File: config.mk
export PLATFORM = sky130hd
export DESIGN_NAME = huxiled4_sched
export DESIGN_NICKNAME = d
export VERILOG_FILES = /design/src/rtl/huxiled4_sched.sv
export SDC_FILE = /design/constraint.sdc
export NUM_CORES = 1
export LEC_CHECK = 0
export BUFFER_PORTS_ARGS = -buffer_cell sky130_fd_sc_hd__buf_2
export CAP_MARGIN = 25
export CORE_ASPECT_RATIO = 1.5
export CORE_MARGIN = 1
export CORE_UTILIZATION = 54
export CTS_BUF_LIST = sky130_fd_sc_hd__clkbuf_16
export CTS_CLUSTER_SIZE = 16
export DETAILED_ROUTE_END_ITERATION = 7
export GPL_TIMING_DRIVEN = 1
export PLACE_DENSITY_LB_ADDON = 0.12
export SLEW_MARGIN = 20
export SYNTH_ARGS = -nofsm -noshare
export SYNTH_HDL_FRONTEND = slang
export SYNTH_SLANG_ARGS = --single-unit
export TNS_END_PERCENT = 100
File: constraint.sdc
create_clock -name clk -period 3.3 [get_ports clk]
set_input_delay 0.66 -clock clk [delete_from_list [all_inputs] [get_ports clk]]
set_output_delay 0.66 -clock clk [all_outputs]
set_load 0.01 [all_outputs]
File: src/rtl/huxiled4_sched.sv
// Round-robin scheduler that hands one shared breathing engine to four LEDs in turn.
// Optional breath watchdog is compiled in with macro HUXILED4_SCHED_TIMEOUT_EN.
module huxiled4_sched #(
  parameter int GAP_CYC     = 12500000,
  parameter int TIMEOUT_CYC = 75000000
) (
  input  logic       clk,
  input  logic       rst,
  input  logic       en,
  input  logic       dir,
  input  logic [3:0] mask,
  input  logic       breath_done,
  output logic       breath_start,
  output logic [3:0] led_sel,
  output logic       busy,
  output logic [7:0] round_cnt,
  output logic       err
);

  typedef enum logic [2:0] {
    IDLE  = 3'd0,
    PICK  = 3'd1,
    START = 3'd2,
    RUN   = 3'd3,
    GAP   = 3'd4
  } state_t;

  localparam int CW = 32;
  // A zero-length gap is not representable; it degrades to a single dark cycle.
  localparam logic [CW-1:0] GAP_LAST = (GAP_CYC > 1) ? CW'(GAP_CYC - 1) : {CW{1'b0}};

  // First participating LED starting at cand and walking in the requested direction.
  function automatic logic [1:0] first_set(input logic [3:0] m, input logic [1:0] cand,
                                           input logic d);
    logic [1:0] pos;
    first_set = cand;
    for (int k = 3; k >= 0; k--) begin
      pos = d ? (cand - 2'(k)) : (cand + 2'(k));
      if (m[pos]) begin
        first_set = pos;
      end else begin
        first_set = first_set;
      end
    end
  endfunction

  function automatic logic [3:0] onehot(input logic [1:0] i);
    onehot = 4'b0001 << i;
  endfunction

  state_t        state_r, state_s;
  logic [1:0]    idx_r, idx_s;
  logic [1:0]    cand_r, cand_s;
  logic          dir_r, dir_s;
  logic          first_r, first_s;
  logic [7:0]    round_r, round_s;
  logic [CW-1:0] gap_cnt_r;
  logic [1:0]    pick_s;
  logic          wrap_s;
  logic          breath_start_r;
  logic [3:0]    led_sel_r;
  logic          busy_r;

`ifdef HUXILED4_SCHED_TIMEOUT_EN
  localparam logic [CW-1:0] TO_LAST = (TIMEOUT_CYC > 1) ? CW'(TIMEOUT_CYC - 1) : {CW{1'b0}};
  logic          err_r, err_s;
  logic [CW-1:0] wd_cnt_r;
`endif

  assign pick_s = first_set(mask, cand_r, dir);
  // A pick at or behind the previous LED (in travel order) means a round has closed.
  assign wrap_s = dir ? (pick_s >= idx_r) : (pick_s <= idx_r);

  // Next-state and bookkeeping decisions.
  always_comb begin
    state_s = state_r;
    idx_s   = idx_r;
    cand_s  = cand_r;
    dir_s   = dir_r;
    first_s = first_r;
    round_s = round_r;
`ifdef HUXILED4_SCHED_TIMEOUT_EN
    err_s   = err_r;
`endif
    case (state_r)
      IDLE: begin
        if (en && (mask != 4'b0000)) begin
          cand_s  = dir ? 2'd3 : 2'd0;
          first_s = 1'b1;
          state_s = PICK;
        end else begin
          state_s = IDLE;
        end
      end
      PICK: begin
        if (!en || (mask == 4'b0000)) begin
          state_s = IDLE;
        end else begin
          idx_s   = pick_s;
          dir_s   = dir;
          first_s = 1'b0;
          if (!first_r && wrap_s) begin
            round_s = round_r + 8'd1;
          end else begin
            round_s = round_r;
          end
          state_s = START;
        end
      end
      START: begin
        state_s = RUN;
      end
      RUN: begin
        if (breath_done) begin
          state_s = GAP;
        end
`ifdef HUXILED4_SCHED_TIMEOUT_EN
        else if (wd_cnt_r >= TO_LAST) begin
          err_s   = 1'b1;
          state_s = GAP;
        end
`endif
        else begin
          state_s = RUN;
        end
      end
      GAP: begin
        if (gap_cnt_r >= GAP_LAST) begin
          cand_s  = dir_r ? (idx_r - 2'd1) : (idx_r + 2'd1);
          state_s = PICK;
        end else begin
          state_s = GAP;
        end
      end
      default: begin
        state_s = IDLE;
      end
    endcase
  end

  // State and scheduling registers.
  always_ff @(posedge clk or posedge rst) begin
    if (rst) begin
      state_r <= IDLE;
      idx_r   <= 2'd0;
      cand_r  <= 2'd0;
      dir_r   <= 1'b0;
      first_r <= 1'b0;
      round_r <= 8'd0;
    end else begin
      state_r <= state_s;
      idx_r   <= idx_s;
      cand_r  <= cand_s;
      dir_r   <= dir_s;
      first_r <= first_s;
      round_r <= round_s;
    end
  end

  // Gap timer restarts on every state entry and only advances while dark.
  always_ff @(posedge clk or posedge rst) begin
    if (rst) begin
      gap_cnt_r <= {CW{1'b0}};
    end else if (state_s != state_r) begin
      gap_cnt_r <= {CW{1'b0}};
    end else if (state_r == GAP) begin
      gap_cnt_r <= gap_cnt_r + CW'(1);
    end else begin
      gap_cnt_r <= gap_cnt_r;
    end
  end

`ifdef HUXILED4_SCHED_TIMEOUT_EN
  // Breath watchdog: counts RUN cycles; err is sticky until reset.
  always_ff @(posedge clk or posedge rst) begin
    if (rst) begin
      wd_cnt_r <= {CW{1'b0}};
      err_r    <= 1'b0;
    end else begin
      err_r <= err_s;
      if (state_s != state_r) begin
        wd_cnt_r <= {CW{1'b0}};
      end else if (state_r == RUN) begin
        wd_cnt_r <= wd_cnt_r + CW'(1);
      end else begin
        wd_cnt_r <= wd_cnt_r;
      end
    end
  end

  assign err = err_r;
`else
  assign err = 1'b0;
`endif

  // Outputs are registered from the next state so they line up with the state they describe.
  always_ff @(posedge clk or posedge rst) begin
    if (rst) begin
      breath_start_r <= 1'b0;
      led_sel_r      <= 4'b0000;
      busy_r         <= 1'b0;
    end else begin
      breath_start_r <= (state_s == START);
      led_sel_r      <= ((state_s == START) || (state_s == RUN)) ? onehot(idx_s) : 4'b0000;
      busy_r         <= (state_s != IDLE);
    end
  end

  assign breath_start = breath_start_r;
  assign led_sel      = led_sel_r;
  assign busy         = busy_r;
  assign round_cnt    = round_r;

endmodule

==> summary.txt <==
Synth
  • Synth unique cells: 59
  • Yosys reg bits: 55
  • Sequential cell area fraction in the yosys report: 0.441
  • Post-synthesis xor/xnor area fraction: 0.112
  • Count of yosys warnings during synthesis: 0
  • Synthesized-area fraction occupied by and/or/nand/nor cells: 0.269
  • Post-synth EDFFs: 0
  • Top_reg_cell synth: dfrtp_1
  • Syn_nets: 337
  • Adder-Cell Fraction of Synth Area: 0.0160
  • Synthesized area: 3120 um2
  • Cells after Synth: 324
  • Synth async-reset ratio: 1.00
  • Largest family of logic cells by synthesized area: simple AND/OR/NAND/NOR gates
  • Mean post-synth cell area: 9.64 um2
  • Post-synthesis mux area share: 0.0280
  • Post-synthesis compound-gate area fraction: 0.101

Route
  • Vias per Instance: 5.54
  • Post-route ant nets: 0
  • Initial drt markers: 155
  • Average wire per standard cell: 14.5 um
  • Total number of vias: 2399
  • DRC: 0
  • WL final: 6.27 mm
  • DRT Pass-1 Iters: 4

Critical path
  • Crit path max-delay family: simple AND/OR/NAND/NOR gates
  • Req. time, crit path: 3.52 ns
  • CP Buf/Inv Count: 1
  • Worst-path fanout max: 5
  • CP endpoint kind: flip-flop
  • Reg-to-Reg Start: cand_r[1]
  • Critical R2R Capture: round_cnt[5]
  • WS Path Type: input port to flip-flop
  • Reg2Reg Depth: 12
  • Worst EP arrival: 3.40 ns
  • R2R Setup Slk: 0.13 ns
  • Max stage delay cell, worst path: nor4bb_1
  • Startpoint types: input port
  • Worst path max stage delay: 0.51 ns
  • Crit. Startpoint: mask[0]
  • Crit-path cells: buf_2, nor4bb_1, a311oi_4, o21bai_1, a221oi_2, nor4_4, ha_2, nor2b_1, o31a_1, a211oi_4, nand2_2, nor3_2, xor2_1

Place
  • DP Wirelength: 4.56 mm
  • Buffers on Ports: 22
  • Placer Congestion: 0.798
  • Placed inst area: 3420 um2

Flow run
  • Max-cap viol count: 0

Hold path
  • Min-delay worst type: input port to asynchronous set/reset pin

Floorplan
  • Die width: 64.1 um
  • Chip height: 95.2 um
  • Core box area: 5530 um2
  • Initial Utilization: 0.565
  • Ports: 24
  • # rows: 33
  • Total Die Area: 6100 um2

Timing
  • Final Hold Vio Count: 0
  • Fin Hold WS: 0.381 ns
  • Final cycle utilization of the critical path: 0.965
  • Worst-Margin Slew: 0.527 ns
  • Final Critical Period: 3.18 ns
  • Setup Skew: 0.00913 ns
  • Max_slew headroom: 0.644
  • FMAX: 314 MHz
  • Final setup violating endpoints: 0
  • Slew Limit Fails: 0

CTS
  • CTS Buffer Depth: 2
  • CTS root buffer: clkbuf_16
  • Worst-path clk slew: 0.07 ns
  • Clk sink count: 55
  • CTS Buf Count: 5
  • CTS tree: built
  • Worst-Skew Late Latency: 0.29 ns
  • H-tree depth: 2

Finish
  • Share of layout cells above drive strength 1: 0.229
  • Diode count: 0
  • Fillers: 486
  • Post-route cell area: 3630 um2
  • Multi-input gate area: 1710 um2
  • P&R area growth vs syn: 16.2%
  • Sequential Area: 1380 um2
  • Fin nets: 375

GRT
  • First-pass GRT wire length: 10.7 mm
  • Largest net degree at the start of global routing: 34
  • Total congestion overflow: 0
  • Global Route Usage Sum: 0.222
  • Initial antenna violation count: 0
  • Vias in the first global route: 2402

Power and ir drop
  • Pleak: 1.64 nW
  • Peak VDD IR: 0.459 mV
  • Power Dens Cells: 678 nW/um2
  • Tot Pwr: 2.46 mW

Status
  • Status: completed
==> cell type report <==
type                       instances  area share
clock buffer                       5      0.0345
clock inverter                     3     0.00483
inverter                           9     0.00931
multi-input combinational        247       0.471
sequential                        55       0.380
tap                               70      0.0241
timing repair buffer              44      0.0769
==> sequential cells by signal, summed over array words and instances, names as in the netlist <==
signal,flops
gap_cnt_r,32
led_sel,4
round_cnt,8
cand_r,2
busy,1
state_r,3
breath_start,1
idx_r,2
dir_r,1
first_r,1
==> worst reg2reg max path: stages, from the launching register on <==
cell and delay, ns:
dfrtp_2 0.46, nor4bb_1 0.52, a311oi_4 0.11, o21bai_1 0.20, a221oi_2 0.10, nor4_4 0.35
ha_2 0.22, nor2b_1 0.05, o31a_1 0.27, a211oi_4 0.31, nand2_2 0.13, nor3_2 0.22
xor2_1 0.16
==> how the worst max path moves through the flow <==
stage / depth (start not counted) / endpoint
detailed placement: 13 / round_cnt[5]
floorplan: 13 / round_cnt[5]
global placement: 13 / round_cnt[5]
global route: 12 / round_cnt[5]
finish: 13 / round_cnt[5]
CTS: 14 / round_cnt[5]
==> layout by cell type, fill, tap and decap left out, types with 5 or more instances in the layout <==
| master | count |
|---|---|
| dfrtp_1 | 53 |
| nor2_1 | 50 |
| nand2_1 | 31 |
| xor2_1 | 23 |
| buf_2 | 22 |
| buf_4 | 21 |
| xnor2_1 | 17 |
| nand3_1 | 14 |
| nand4_1 | 11 |
| o21ai_0 | 10 |
| nor3_1 | 8 |
| inv_1 | 7 |
| a21oi_1 | 6 |
| and3_1 | 5 |
| nor2b_1 | 5 |
| mux2_2 | 5 |
| clkbuf_16 | 5 |
==> power breakdown <==
part	total (mW)	internal, mW	switching (mW)
Sequential	0.901	0.777	0.123
Clock	0.512	0.280	0.232
Combinational	1.05	0.465	0.583
Total	2.46	1.52	0.938
==> cells by family (layout without fill, tap and decap cells) <==
kind of cell             Yosys count  count (layout)
multiplexers                       8               8
XOR/XNOR                          40              40
AO/OA/AOI/OAI                     41              41
buffers and inverters             22              61
adder cells (fa/ha/maj)            4               4
other                              1               1
AND/OR/NAND/NOR                  153             153
flip-flops                        55              55
==> layer usage <==
metal  track usage  wire (um)  vias up
met5             0          0        -
met3        0.0347        143       13
met1         0.263       2610     1146
li1              -          -     1211
met4        0.0759        119        0
met2         0.407       3400       29
==> what timing repair did <==
action	in CTS	in global routing
setup buffers	0	2
endpoints found under the setup margin	0	6
resized for setup	0	10
hold buffers	0	0
==> stage by stage <==
| step | setup TNS [ns] | setup slack [ns] | util | std cells |
|---|---|---|---|---|
| finish | 0 | 0.115 | 0.656 | 433 |
| global route | -0.243 | -0.0927 | 0.656 | 433 |
| CTS | 0 | 0.126 | 0.645 | 431 |
| detailed placement | -0.401 | -0.163 | 0.619 | 423 |
| global placement | -0.104 | -0.0774 | 0.619 | 423 |
| floorplan | 0 | 0.0412 | - | 324 |
==> cell usage after synthesis, types with 3 or more instances <==
master	n	share of area
o21ai_0	11	0.018
a21oi_1	6	0.0096
nand4_1	11	0.022
nor2_1	50	0.060
xor2_1	23	0.064
nor4_1	3	0.0060
nand3_1	14	0.022
mux2_2	5	0.018
and3_1	5	0.010
dfrtp_1	55	0.44
inv_1	8	0.0096
xnor2_1	17	0.048
ha_1	4	0.016
buf_4	3	0.0072
buf_2	7	0.011
and4_1	3	0.0084
nor2b_1	5	0.010
clkbuf_1	3	0.0036
nand2_1	32	0.038
nor3_1	9	0.014
No activity file was read; power rests on OpenSTA's default activity.
